==> config.mk <==
export PLATFORM = sky130hd
export DESIGN_NAME = hazard_stall_ctrl
export DESIGN_NICKNAME = d
export VERILOG_FILES = /design/src/rtl/hazard_stall_ctrl.sv
export SDC_FILE = /design/constraint.sdc
export NUM_CORES = 1
export LEC_CHECK = 0
export ABC_AREA = 0
export BUFFER_PORTS_ARGS = -buffer_cell sky130_fd_sc_hd__buf_2
export CORE_ASPECT_RATIO = 1.5
export CORE_MARGIN = 3
export CORE_UTILIZATION = 46
export DETAILED_ROUTE_END_ITERATION = 6
export PLACE_DENSITY = 0.75
export SYNTH_ARGS = -nofsm -noshare
export SYNTH_HDL_FRONTEND = slang
export SYNTH_SLANG_ARGS = --single-unit
export TNS_END_PERCENT = 1
==> constraint.sdc <==
create_clock -name clk -period 2.15 [get_ports clk]
set_clock_uncertainty 0.1 [all_clocks]
set_input_delay 0 -clock clk [delete_from_list [all_inputs] [get_ports clk]]
set_output_delay 0 -clock clk [all_outputs]
set_load 0.02 [all_outputs]
==> src/rtl/hazard_stall_ctrl.sv <==
// rtl/hazard_stall_ctrl.sv - pipeline hazard controller: load-use bubbles, branch flushes, memory freezes
// Mealy outputs in RUN so a hazard is acted on in the cycle it is detected; stall_cnt saturates.
module hazard_stall_ctrl #(
    parameter int LU_CYCLES       = 1,
    parameter int BR_FLUSH_CYCLES = 1,
    parameter int CNT_W           = 16
) (
    input  logic             clk,
    input  logic             rst,
    input  logic [4:0]       ifid_rs,
    input  logic [4:0]       ifid_rt,
    input  logic             ifid_uses_rt,
    input  logic             idex_Mread,
    input  logic [4:0]       idex_rt,
    input  logic             ex_branch_taken,
    input  logic             mem_req,
    input  logic             mem_ack,
    output logic             PC_write,
    output logic             IFID_write,
    output logic             IFID_flush,
    output logic             IDEX_Write,
    output logic             IDEX_flush,
    output logic [1:0]       state,
    output logic [CNT_W-1:0] stall_cnt
);
    typedef enum logic [1:0] {
        S_RUN     = 2'd0,
        S_LDSTALL = 2'd1,
        S_BRFLUSH = 2'd2,
        S_MEMWAIT = 2'd3
    } state_t;

    localparam logic [3:0] LU_INIT = (LU_CYCLES > 1) ? 4'(LU_CYCLES - 2) : 4'd0;
    localparam logic [3:0] BR_INIT = (BR_FLUSH_CYCLES > 1) ? 4'(BR_FLUSH_CYCLES - 2) : 4'd0;

    state_t           r_state;
    state_t           r_ret_state;
    logic [3:0]       r_count;
    logic [CNT_W-1:0] r_stall_cnt;

    state_t     w_next_state;
    state_t     w_next_ret;
    state_t     w_eff_state;
    logic [3:0] w_next_count;
    logic       w_pc, w_ifw, w_iff, w_idw, w_idf;
    logic       w_mem_stall;
    logic       w_load_use;

    assign w_mem_stall = mem_req & ~mem_ack;
    assign w_load_use  = idex_Mread & (idex_rt != 5'd0) &
                         ((idex_rt == ifid_rs) | (ifid_uses_rt & (idex_rt == ifid_rt)));

    // The ack cycle of a memory wait behaves exactly like the state it interrupted.
    assign w_eff_state = (r_state == S_MEMWAIT && mem_ack) ? r_ret_state : r_state;

    always_comb begin
        w_pc         = 1'b1;
        w_ifw        = 1'b1;
        w_iff        = 1'b0;
        w_idw        = 1'b1;
        w_idf        = 1'b0;
        w_next_state = w_eff_state;
        w_next_ret   = r_ret_state;
        w_next_count = r_count;
        case (w_eff_state)
            S_RUN: begin
                if (w_mem_stall) begin
                    w_pc         = 1'b0;
                    w_ifw        = 1'b0;
                    w_idw        = 1'b0;
                    w_next_state = S_MEMWAIT;
                    w_next_ret   = S_RUN;
                end else if (ex_branch_taken) begin
                    w_iff = 1'b1;
                    w_idf = 1'b1;
                    if (BR_FLUSH_CYCLES > 1) begin
                        w_next_state = S_BRFLUSH;
                        w_next_count = BR_INIT;
                    end
                end else if (w_load_use) begin
                    w_pc  = 1'b0;
                    w_ifw = 1'b0;
                    w_idf = 1'b1;
                    if (LU_CYCLES > 1) begin
                        w_next_state = S_LDSTALL;
                        w_next_count = LU_INIT;
                    end
                end
            end
            S_LDSTALL, S_BRFLUSH: begin
                if (w_mem_stall) begin
                    w_pc         = 1'b0;
                    w_ifw        = 1'b0;
                    w_idw        = 1'b0;
                    w_next_state = S_MEMWAIT;
                    w_next_ret   = w_eff_state;
                end else begin
                    if (w_eff_state == S_LDSTALL) begin
                        w_pc  = 1'b0;
                        w_ifw = 1'b0;
                    end else begin
                        w_iff = 1'b1;
                    end
                    w_idf = 1'b1;
                    if (r_count == 4'd0) begin
                        w_next_state = S_RUN;
                    end else begin
                        w_next_count = r_count - 4'd1;
                    end
                end
            end
            default: begin
                w_pc         = 1'b0;
                w_ifw        = 1'b0;
                w_idw        = 1'b0;
                w_next_state = S_MEMWAIT;
            end
        endcase
    end

    always_ff @(posedge clk or negedge rst) begin
        if (!rst) begin
            r_state     <= S_RUN;
            r_ret_state <= S_RUN;
            r_count     <= 4'd0;
            r_stall_cnt <= '0;
        end else begin
            r_state     <= w_next_state;
            r_ret_state <= w_next_ret;
            r_count     <= w_next_count;
            if (!w_pc && (r_stall_cnt != {CNT_W{1'b1}})) begin
                r_stall_cnt <= r_stall_cnt + CNT_W'(1);
            end
        end
    end

    assign PC_write   = rst & w_pc;
    assign IFID_write = rst & w_ifw;
    assign IDEX_Write = rst & w_idw;
    assign IFID_flush = ~rst | w_iff;
    assign IDEX_flush = ~rst | w_idf;
    assign state      = r_state;
    assign stall_cnt  = r_stall_cnt;
endmodule

==> impl_metrics.py <==
metrics = {
    "status": {
        "status": "completed",
    },
    "logic_synthesis": {
        "netlist_area_um2": 1500,
        "synth-seq-cells": 24,
        "yosysWarningCount": 0,
        "ys_seq_area_frac": 0.401,
        "synth_fp_nets": 182,
        "synth_cells": 154,
        "synthFlopType": "dfrtp_1",
        "synth_edf_count": 0,
        "async_flop_share": 1.00,
        "synth_cell_type_count": 33,
        "avgSynthCellArea_um2": 9.73,
    },
    "sta": {
        "setup_viol": 0,
        "slew_headroom": 0.729,
        "slew_viol_final": 0,
        "worst_slew_pin_slew_ns": 0.404,
        "hold_viol_final": 0,
        "finalCriticalPeriod_ns": 2.14,
        "grt_setup_unrepaired": "yes",
        "min_period_over_period": 0.995,
        "fmax_ghz": 0.468,
        "whs_ns": 0.111,
    },
    "setup_path": {
        "worstPathMaxFanout": 5,
        "cp-end-kind": "register",
        "crit_path_start_kind": "register",
        "critPathKind": "reg -> reg",
        "crit_required_ns": 2.20,
        "arrival_ns": 2.19,
    },
    "layout": {
        "final_nets": 241,
        "instances_no_fill": 251,
        "mostFrequentLayoutCell": "buf_2",
        "area_growth_pct": 29.5,
        "fin_area_um2": 1940,
        "diodes": 0,
        "layout_common_cells": "buf_2 (43), xnor2_1 (25), dfrtp_1 (22)",
        "drive_gt1_frac": 0.358,
    },
    "pwr": {
        "vdd_drop_max_mv": 1.25,
        "total_power_mw": 2.20,
        "leakage_nw": 0.927,
        "cellPowerDensity_nw_per_um2": 1130,
    },
    "global_route": {
        "grt_usage": 0.191,
        "grtUsageMet2": 0.344,
        "grt.met1_usage": 0.229,
        "grt-ovfl-total": 0,
        "antenna_found_initial": 0,
        "grt_most_used_layer": "met2",
        "grtUsageMet3": 0.0274,
        "grt_first_pass_wirelength_um": 5720,
        "grt_max_degree": 27,
        "grt_pass1_vias": 1282,
    },
    "placed_design": {
        "gp_congestion": 0.899,
        "post-place-cells": 245,
        "dpl_cell_area_um2": 1850,
        "io_buffers": 44,
        "hpwl_um": 2800,
    },
    "die": {
        "boundaryPins": 45,
        "row_count": 24,
        "die-width_um": 52.6,
        "die_h_um": 75.9,
        "fp.dieArea_um2": 3990,
        "start_util": 0.499,
        "coreArea_um2": 3000,
    },
    "detailed_routing": {
        "drt.antenna.violating_nets": 0,
        "drtPass1Iterations": 4,
        "wl_per_cell_um": 13.9,
        "drc": 0,
        "routed_via_density": 5.50,
        "drt_iter0_drc": 30,
        "routed_wl_um": 3490,
        "vias": 1380,
    },
    "clock_network": {
        "cts-root-buf": "clkbuf_8",
        "htree_levels": 1,
        "clock_latency_ns": 0.26,
        "clock_sinks": 24,
        "numCtsBuffers": 3,
        "cts_buffer_depth": 2,
        "tritoncts": "yes",
        "clkTransAtPathRegs_ns": 0.08,
    },
    "run": {
        "cap_viol_max_count": 0,
    },
    "min_path": {
        "hold_class": "in -> reg",
    },
}
registers in the layout, indices dropped and copies added, names as in the netlist:
signal and cells:
state 2, r_ret_state 2, stall_cnt 16, r_count 4
report_power, final:
group          switching, mW  internal, mW  leakage, nW
clock network          0.135         0.163       0.0288
registers              0.117         0.556        0.317
logic                  0.675         0.550        0.582
worst max-delay path: stages (launching register included):
cell,delay [ns]
dfrtp_1,0.42
o21ai_4,0.22
ha_4,0.23
nor2b_2,0.16
o211a_1,0.24
a211oi_2,0.22
buf_4,0.16
nand4_1,0.12
xnor2_1,0.14
Yosys cell counts (2+ instances only):
cell type / count / area, µm²
xnor2_1: 25 / 219
o21ai_0: 7 / 35.0
nand4_1: 10 / 62.6
mux2_2: 2 / 22.5
a21oi_1: 3 / 15.0
nand4b_1: 2 / 17.5
nor4_1: 2 / 12.5
ha_1: 6 / 75.1
nand2_1: 12 / 45.0
inv_1: 6 / 22.5
nand2b_1: 4 / 25.0
and3_1: 7 / 43.8
dfrtp_1: 24 / 601
mux2_1: 2 / 22.5
nor2b_1: 2 / 12.5
buf_4: 2 / 15.0
nor3_1: 2 / 10.0
nand3_1: 11 / 55.1
nor2_1: 11 / 41.3
cell families (layout without fill, tap and decap cells):
logic type | count (synthesis) | count (layout) | share of synthesized area
and+or+nand+nor | 67 | 67 | 0.256
xor gates and xnor gates | 26 | 26 | 0.152
DFF | 24 | 24 | 0.401
AOI/OAI and AO/OA | 18 | 18 | 0.0827
buffers and inverters | 9 | 67 | 0.0276
adders and majority gates | 6 | 6 | 0.0501
muxes | 4 | 4 | 0.0301
through the flow:
step / setup slack (ns) / TNS [ns] / util
floorplan: -0.0590 / -0.321 / -
global placement: 0.0539 / 0 / 0.616
detailed placement: -0.0322 / -0.0857 / 0.616
CTS: -0.00369 / -0.00369 / 0.641
global route: -0.103 / -0.777 / 0.646
finish: 0.0117 / 0 / 0.646
per-layer routing:
metal	up-vias	wire length, µm
met5	-	0
met4	0	56
met3	7	222
met2	49	1810
met1	662	1400
li1	662	-
worst paths after layout:
kind | end | slack [ns] | startpoint | depth (start not counted)
max | stall_cnt[15] | 0.01 | r_ret_state[1] | 8
min | r_count[2] | 0.11 | mem_req | 4
max reg2reg | stall_cnt[15] | 0.01 | r_ret_state[1] | 8
min reg2reg | stall_cnt[13] | 0.40 | stall_cnt[13] | 1
max in group asynchronous | state[1] | 1.49 | rst | 3
min in group asynchronous | stall_cnt[6] | 0.19 | rst | 3
what timing repair did:
item                       in CTS  in global routing
hold buffers                    1                  0
resized for setup               2                  3
hold endpoints to repair       24                  0
pin swaps                       1                  2
setup endpoints to repair       6                 18
buffers inserted                0                  1
cell type report:
class | count | area, µm²
clock buffer | 4 | 55.1
fill | 265 | 1060
inverter | 7 | 26.3
multi-input combinational | 121 | 891
sequential | 24 | 603
tap | 39 | 48.8
timing repair buffer | 56 | 315
Note: power is estimated with default switching activity, not from simulation.
